===== config.mk =====
export PLATFORM = sky130hd
export DESIGN_NAME = half_adder_flat
export DESIGN_NICKNAME = d
export VERILOG_FILES = /design/src/rtl/half_adder_if.sv /design/src/rtl/half_adder.sv /design/src/flat_wrapper.sv
export SDC_FILE = /design/constraint.sdc
export NUM_CORES = 1
export LEC_CHECK = 0
export ABC_AREA = 1
export ABC_CLOCK_PERIOD_IN_PS = 1500
export CORE_MARGIN = 1
export CORE_UTILIZATION = 45
export CTS_BUF_LIST = sky130_fd_sc_hd__clkbuf_4 sky130_fd_sc_hd__clkbuf_8 sky130_fd_sc_hd__clkbuf_16
export DETAILED_ROUTE_END_ITERATION = 8
export PLACE_DENSITY = 0.86
export SLEW_MARGIN = 10
export SYNTH_ARGS = -nofsm -noshare
export SYNTH_HDL_FRONTEND = slang
export SYNTH_SLANG_ARGS = --single-unit
export TNS_END_PERCENT = 100

===== constraint.sdc =====
create_clock -name clk -period 1.5 [get_ports clk]
set_clock_uncertainty 0.2 [all_clocks]
set_input_delay 0.375 -clock clk [delete_from_list [all_inputs] [get_ports clk]]
set_output_delay 0.375 -clock clk [all_outputs]
set_load 0.02 [all_outputs]

===== src/rtl/half_adder_if.sv =====
// Operand/result bundle for half_adder: operand bits and controls in,
// combinational and registered results plus the carry-event count out.
`timescale 1ns/1ps
interface half_adder_if #(
  parameter int CNT_W = 8
);
  logic             a;
  logic             b;
  logic             in_valid;
  logic             clr_cnt;
  logic             sum;
  logic             carry;
  logic             sum_q;
  logic             carry_q;
  logic             out_valid;
  logic [CNT_W-1:0] carry_cnt;

  modport master (
    output a, b, in_valid, clr_cnt,
    input  sum, carry, sum_q, carry_q, out_valid, carry_cnt
  );

  modport slave (
    input  a, b, in_valid, clr_cnt,
    output sum, carry, sum_q, carry_q, out_valid, carry_cnt
  );
endinterface


===== src/rtl/half_adder.sv =====
// Half adder with a combinational result, a one-cycle registered result
// qualified by in_valid, and a saturating counter of accepted carry events.
`timescale 1ns/1ps
module half_adder #(
  parameter int CNT_W = 8
) (
  input  logic      clk,
  input  logic      rst_n,
  half_adder_if.slave bus
);

  logic             sum_q_reg;
  logic             carry_q_reg;
  logic             out_valid_reg;
  logic [CNT_W-1:0] carry_cnt_reg;
  logic [CNT_W-1:0] carry_cnt_next;

  // Combinational path is deliberately outside reset and in_valid.
  assign bus.sum   = bus.a ^ bus.b;
  assign bus.carry = bus.a & bus.b;

  // Clear wins over a simultaneous increment; all-ones is the saturation point.
  always_comb begin
    carry_cnt_next = carry_cnt_reg;
    if (bus.clr_cnt) begin
      carry_cnt_next = '0;
    end else if (bus.in_valid && bus.carry && (carry_cnt_reg != {CNT_W{1'b1}})) begin
      carry_cnt_next = carry_cnt_reg + 1'b1;
    end
  end

  always_ff @(posedge clk or negedge rst_n) begin
    if (!rst_n) begin
      sum_q_reg     <= 1'b0;
      carry_q_reg   <= 1'b0;
      out_valid_reg <= 1'b0;
      carry_cnt_reg <= '0;
    end else begin
      out_valid_reg <= bus.in_valid;
      carry_cnt_reg <= carry_cnt_next;
      if (bus.in_valid) begin
        sum_q_reg   <= bus.sum;
        carry_q_reg <= bus.carry;
      end
    end
  end

  assign bus.sum_q     = sum_q_reg;
  assign bus.carry_q   = carry_q_reg;
  assign bus.out_valid = out_valid_reg;
  assign bus.carry_cnt = carry_cnt_reg;

endmodule


===== src/flat_wrapper.sv =====
// flat-port wrapper written by rule: the top's interface ports become plain ports
module half_adder_flat 
#(
  parameter int CNT_W = 8
)
  (clk, rst_n, bus_a, bus_b, bus_in_valid, bus_clr_cnt, bus_sum, bus_carry, bus_sum_q, bus_carry_q, bus_out_valid, bus_carry_cnt);
  half_adder_if #(.CNT_W(CNT_W)) bus_i ();
  input  logic clk;
  input  logic rst_n;
  input wire logic [$bits(bus_i.a)-1:0] bus_a;
  input wire logic [$bits(bus_i.b)-1:0] bus_b;
  input wire logic [$bits(bus_i.in_valid)-1:0] bus_in_valid;
  input wire logic [$bits(bus_i.clr_cnt)-1:0] bus_clr_cnt;
  output wire logic [$bits(bus_i.sum)-1:0] bus_sum;
  output wire logic [$bits(bus_i.carry)-1:0] bus_carry;
  output wire logic [$bits(bus_i.sum_q)-1:0] bus_sum_q;
  output wire logic [$bits(bus_i.carry_q)-1:0] bus_carry_q;
  output wire logic [$bits(bus_i.out_valid)-1:0] bus_out_valid;
  output wire logic [$bits(bus_i.carry_cnt)-1:0] bus_carry_cnt;
  assign bus_i.a = bus_a;
  assign bus_i.b = bus_b;
  assign bus_i.in_valid = bus_in_valid;
  assign bus_i.clr_cnt = bus_clr_cnt;
  assign bus_sum = bus_i.sum;
  assign bus_carry = bus_i.carry;
  assign bus_sum_q = bus_i.sum_q;
  assign bus_carry_q = bus_i.carry_q;
  assign bus_out_valid = bus_i.out_valid;
  assign bus_carry_cnt = bus_i.carry_cnt;
  half_adder #(.CNT_W(CNT_W)) u_core (.clk(clk), .rst_n(rst_n), .bus(bus_i));
endmodule

==> impl_metrics.csv, run 1 <==
group,metric,value,unit
die,ios,19,
cts,cts_tree,"built",
synthesis,synthSimpleGateAreaFrac,0.369,
sta,finalSetupViolCount,0,
synthesis,yosysWarningCount,0,
placement,gp_congestion,0.820,
cts,htreeDepth,1,
power_and_ir_drop,p_int,477,uW
critical_path,path_cells,"clkdlybuf4s15_2",
critical_path,reg2reg_slack,60,ps
placement,place.port_buffers,18,
sta,fin_crit_sh,0.987,
sta,setup_ws,19.8,ps
global_routing,grt_usage,0.233,
power_and_ir_drop,pwr-share-comb,0.166,
synthesis,synth-compound-area-share,0.0811,
cts,cts.sink_count,11,
drt,wl_met3,54,microns
drt,drtPass1Iterations,4,
layout,largest_reg_flops,8,
die,start_util,0.492,
synthesis,synth_top_family_by_area,"simple AND/OR/NAND/NOR gates",
global_routing,grt.overflow.total,0,
synthesis,synthAdderAreaFrac,0.0386,
critical_path,cp_top_family,"flip-flops",
layout,mostFrequentLayoutCells,"nand2_1, buf_4, nand3_1",
die,fp.dieW,40.0,microns
die,die_h,40.0,microns
critical_path,cp-end-kind,"output pin",
drt,drc,0,
placement,dp_hpwl,1.17,mm
layout,postLayoutCoreUtil,0.729,
cts,clockRootBuffer,"clkbuf_4",
critical_path,arrival,910,ps
critical_path,crit_path_start_kind,"flop",
layout,finish.net_count,122,
drt,drt_iter0_markers,16,
layout,area_growth_syn_to_layout,48.3,%
synthesis,ys_seq_area_frac,0.425,
critical_path,r2r-end,"u_core.bus.carry_cnt[1]$_DFFE_PN0P_",
synthesis,synth_top_area_cell,"dfrtp_1",
critical_path,cp_slowest_cell,"dfrtp_1",
layout,num-fill-cells,104,
drt,detail-route-antenna-nets,0,
sta,worst_pin_slew,227,ps
synthesis,syn-instance-count,77,
power_and_ir_drop,p_total,642,uW
synthesis,synth_top_area_share,0.425,
drt,vias,651,
global_routing,antenna_found_initial,0,
drt,wirelength_met1,717,microns
critical_path,critPathMaxFanout,2,
power_and_ir_drop,clkPwrFrac,0.350,
layout,multi_input_area,357,sq um
critical_path,crit_buf_inv,1,
synthesis,synth_seq_cells,11,
cts,cts_buffer_depth,2,
cts,hold_buffers,0,
power_and_ir_drop,ir_drop,0.493,mV
synthesis,synth.avg_cell_area,8.42,sq um
layout,post_layout_nonfiller_instances,128,
power_and_ir_drop,power.density,668,nW/um^2
synthesis,synth_area,648,sq um
layout,drive_above_1_share,0.442,
layout,layout_commonest_cell,"nand2_1",
drt,highest_layer,"met4",
critical_path,r2r-start,"u_core.bus.carry_cnt[0]$_DFFE_PN0P_",
outcome,status,"completed",
cts,clk_pin_slew,80,ps
sta,report.final.slew_viol_count,0,
drt,wl,1.56,mm
placement,preCtsSetupSlack,-771,ps
global_routing,grt_first_pass_wirelength,2.43,mm
sta,setup-tns-final,0,ps
layout,seq_area,278,sq um
drt,wl_met2,761,microns
synthesis,synth_xor_area_frac,0.0135,
critical_path,max_stage_delay,380,ps
job,drv_cap,0,
sta,max_freq,676,MHz
layout,antenna_cells,0,
power_and_ir_drop,switchingPower,164,uW
power_and_ir_drop,sw_frac_of_total,0.256,
critical_path,cp.required,920,ps
min_path,hold_class,"input port to asynchronous set/reset pin",
synthesis,synth.distinct_cells,19,
sta,slew_headroom,0.848,
synthesis,synthMuxAreaShare,0.0174,
power_and_ir_drop,pwr-share-seq,0.484,
critical_path,rr_worst_depth,8,
synthesis,synth_fp_nets,85,
cts,clk-insertion-delay-late,270,ps
critical_path,path_class,"flop to output pin",
power_and_ir_drop,leakagePower,0.501,nW
die,fp.dieArea,1600,sq um
placement,placed_cells,123,
sta,grt_setup_unrepaired,"false",
synthesis,synthTopCellsByArea,"dfrtp_1, nand2_1, nand3_1, o21ai_2, nor2_1",
die,coreArea,1320,sq um
global_routing,first_global_vias,580,
sta,hold_violations,0,
global_routing,grt_max_degree,12,
cts,numCtsBuffers,3,
sta,fin_crit,1480,ps
die,rows,13,
drt,detail_route.wl_per_cell,12.2,microns
drt,via_per_inst,5.09,
per-layer routing:
metal,global-route usage,vias up
met5,0,-
met4,0.103,0
met3,0.0333,4
met2,0.371,19
met1,0.308,305
li1,-,323
Yosys cell counts (all sizes together):
cell / instances
inv: 8
o21bai: 1
ha: 2
nand2: 22
mux2: 1
nand4: 1
nand3b: 1
xor2: 1
nor2: 10
nand3: 12
o21ai: 6
dfrtp: 11
clkinv: 1
per-stage QoR:
step / hold WS (ps) / cell area (sq um)
2_1_floorplan: -121 / 651
3_3_place_gp: 294 / 947
3_5_place_dp: 307 / 947
4_1_cts: 202 / 983
5_1_grt: 233 / 961
6_report: 202 / 961
power by group through the flow:
| stage | logic (mW) | registers (mW) | clock network [mW] |
|---|---|---|---|
| 2_1_floorplan | 0.0296 | 0.330 | 0 |
| 3_3_place_gp | 0.102 | 0.316 | 0 |
| 3_5_place_dp | 0.105 | 0.317 | 0 |
| 4_1_cts | 0.106 | 0.311 | 0.229 |
| 5_1_grt | 0.115 | 0.311 | 0.234 |
| 6_report | 0.106 | 0.311 | 0.225 |
area by class of cell:
| class | count | share of cell area |
|---|---|---|
| multi-input cells | 57 | 0.371 |
| flip-flops and latches | 11 | 0.289 |
| repair buffers | 32 | 0.251 |
| inverters | 9 | 0.0378 |
| clock buffers | 4 | 0.0312 |
| well taps | 15 | 0.0195 |
worst max path at each step:
stage / from / end / depth (start not counted)
after global routing: u_core.bus.carry_cnt[1]$_DFFE_PN0P_ / u_core.bus.carry_cnt[6]$_DFFE_PN0P_ / 8
after CTS: u_core.bus.out_valid$_DFF_PN0_ / bus_out_valid / 1
final: u_core.bus.sum_q$_DFFE_PN0P_ / bus_sum_q / 1
after detailed placement: bus_b / bus_sum / 3
after global placement: bus_b / bus_sum / 3
after floorplan: u_core.bus.carry_cnt[0]$_DFFE_PN0P_ / u_core.bus.carry_cnt[1]$_DFFE_PN0P_ / 8
cells by family after synthesis:
family          after synthesis
simple gates                 46
flops                        11
buf+inv                       9
compound gates                7
fa+ha+maj                     2
xor+xnor                      1
mux                           1
what timing repair did:
action	CTS	global route
pin swaps	1	1
gates cloned	0	0
setup buffers	1	0
endpoints found under the setup margin	21	11
resized for setup	53	8
hold endpoints to repair	0	0
Power figures use the tool's default switching activity.
==> run 2: changes to the inputs <==
--- a/config.mk
+++ b/config.mk
@@ -7,7 +7,7 @@
 export LEC_CHECK = 0
 export ABC_AREA = 1
 export ABC_CLOCK_PERIOD_IN_PS = 1500
-export CORE_MARGIN = 1
+export CORE_MARGIN = 3
 export CORE_UTILIZATION = 45
 export CTS_BUF_LIST = sky130_fd_sc_hd__clkbuf_4 sky130_fd_sc_hd__clkbuf_8 sky130_fd_sc_hd__clkbuf_16
 export DETAILED_ROUTE_END_ITERATION = 8
==> impl_metrics.csv, run 2 (synthesized netlist as in run 1, its figures left out) <==
group,metric,value,unit
placement,placed_cells,123,
drt,vias,657,
drt,drtPass1Iterations,4,
layout,fin_area,943,sq um
sta,finalSetupViolCount,0,
outcome,status,"completed",
critical_path,arrival,890,ps
job,drv_cap,0,
global_routing,grt.overflow.total,0,
drt,detail-route-antenna-nets,0,
cts,clockRootBuffer,"clkbuf_4",
layout,drive_above_1_share,0.442,
power_and_ir_drop,ir_drop,0.437,mV
critical_path,cp_top_family,"flip-flops",
critical_path,critPathMaxFanout,2,
critical_path,cp_slowest_cell,"dfrtp_1",
die,ios,19,
cts,clk-insertion-delay-late,270,ps
power_and_ir_drop,clkPwrFrac,0.354,
critical_path,crit_buf_inv,1,
sta,grt_setup_unrepaired,"false",
placement,dp_hpwl,1.24,mm
placement,gp_congestion,0.788,
sta,setup_ws,37.0,ps
power_and_ir_drop,p_total,642,uW
drt,wl,1.60,mm
cts,cts_tree,"built",
drt,drt_iter0_markers,9,
placement,placed_area,947,sq um
critical_path,r2r-end,"u_core.bus.carry_cnt[6]$_DFFE_PN0P_",
critical_path,crit_path_start_kind,"flop",
cts,cts.sink_count,11,
drt,detail_route.wl_per_cell,12.5,microns
critical_path,cp-end-kind,"output pin",
layout,largest_reg_flops,8,
layout,num-fill-cells,113,
global_routing,grt_first_pass_wirelength,2.69,mm
placement,place.port_buffers,18,
critical_path,reg2reg_slack,60,ps
power_and_ir_drop,pwr-share-seq,0.486,
die,fp.dieArea,1930,sq um
power_and_ir_drop,power.density,681,nW/um^2
layout,post_layout_nonfiller_instances,128,
critical_path,cp.required,920,ps
layout,area_growth_syn_to_layout,45.6,%
power_and_ir_drop,p_int,473,uW
global_routing,antenna_found_initial,0,
layout,multi_input_area,352,sq um
sta,max_freq,684,MHz
layout,postLayoutCoreUtil,0.707,
critical_path,rr_worst_depth,8,
placement,preCtsSetupSlack,-787,ps
die,die_h,44.0,microns
layout,layout_commonest_cell,"nand2_1",
global_routing,grt_max_degree,12,
sta,hold_violations,0,
layout,mostFrequentLayoutCells,"nand2_1, buf_4, nand3_1, buf_2, dfrtp_1",
critical_path,max_stage_delay,380,ps
die,fp.dieW,44.0,microns
sta,fin_crit,1460,ps
sta,report.final.slew_viol_count,0,
sta,fin_crit_sh,0.975,
critical_path,path_class,"flop to output pin",
min_path,hold_class,"input port to asynchronous set/reset pin",
layout,finish.net_count,122,
sta,whs,196,ps
cts,htreeDepth,1,
layout,antenna_cells,0,
power_and_ir_drop,sw_frac_of_total,0.263,
drt,drc,0,
sta,worst_pin_slew,207,ps
sta,slew_headroom,0.862,
global_routing,grt_usage,0.190,
power_and_ir_drop,leakagePower,0.485,nW
cts,numCtsBuffers,3,
critical_path,path_cells,"clkdlybuf4s15_2",
cts,cts_buffer_depth,2,
power_and_ir_drop,switchingPower,169,uW
sta,setup-tns-final,0,ps
global_routing,first_global_vias,611,
cts,clk_pin_slew,80,ps
critical_path,r2r-start,"u_core.bus.carry_cnt[0]$_DFFE_PN0P_",
drt,via_per_inst,5.13,
critical_path,critPathLaunch,"u_core.bus.carry_cnt[7]$_DFFE_PN0P_",
die,start_util,0.486,
die,rows,13,
die,coreArea,1330,sq um
layout,seq_area,278,sq um
power_and_ir_drop,pwr-share-comb,0.161,
-- run 2: layout make-up --
class	instances	area share
clock buffer	4	0.0318
timing repair buffer	32	0.243
sequential	11	0.294
multi-input combinational	57	0.373
inverter	9	0.0385
tap	15	0.0199
-- run 2: how the worst max path moves through the flow --
| stage | depth (start not counted) | slack [ps] | endpoint |
|---|---|---|---|
| finish | 1 | 40 | bus_carry_cnt[7] |
| global route | 1 | 0.2 | bus_carry_cnt[7] |
| CTS | 1 | 5 | bus_carry_cnt[3] |
| detailed placement | 3 | -790 | bus_sum |
| global placement | 3 | -730 | bus_sum |
| floorplan | 8 | 20 | u_core.bus.carry_cnt[1]$_DFFE_PN0P_ |
-- run 2: timing repair --
item	in CTS	in global routing
hold buffers	0	0
hold endpoints to repair	0	0
pin swaps	1	1
endpoints found under the setup margin	21	8
setup buffers	1	0
gates resized for setup	55	7
-- run 2: per-layer routing --
layer | wire [microns] | global-route usage | part of all wire | vias to the layer above
met1 | 643 | 0.205 | 0.40 | 310
met2 | 864 | 0.363 | 0.54 | 24
li1 | - | - | - | 321
met3 | 85 | 0.0290 | 0.053 | 2
met5 | 0 | 0 | 0 | -
met4 | 10 | 0.0723 | 0.0062 | 0
-- run 2: power groups by stage --
stage | clock network (mW) | registers, mW | logic, mW
after detailed placement | 0 | 0.318 | 0.107
after CTS | 0.228 | 0.312 | 0.104
after global routing | 0.250 | 0.313 | 0.112
after global placement | 0 | 0.316 | 0.103
final | 0.227 | 0.312 | 0.103
after floorplan | 0 | 0.330 | 0.0296
==> run 3: changes to the inputs <==
--- a/config.mk
+++ b/config.mk
@@ -16,4 +16,3 @@
 export SYNTH_ARGS = -nofsm -noshare
 export SYNTH_HDL_FRONTEND = slang
 export SYNTH_SLANG_ARGS = --single-unit
-export TNS_END_PERCENT = 100
==> results of run 3 <==
Final layout, timing and power as in run 2 (identical DEF).
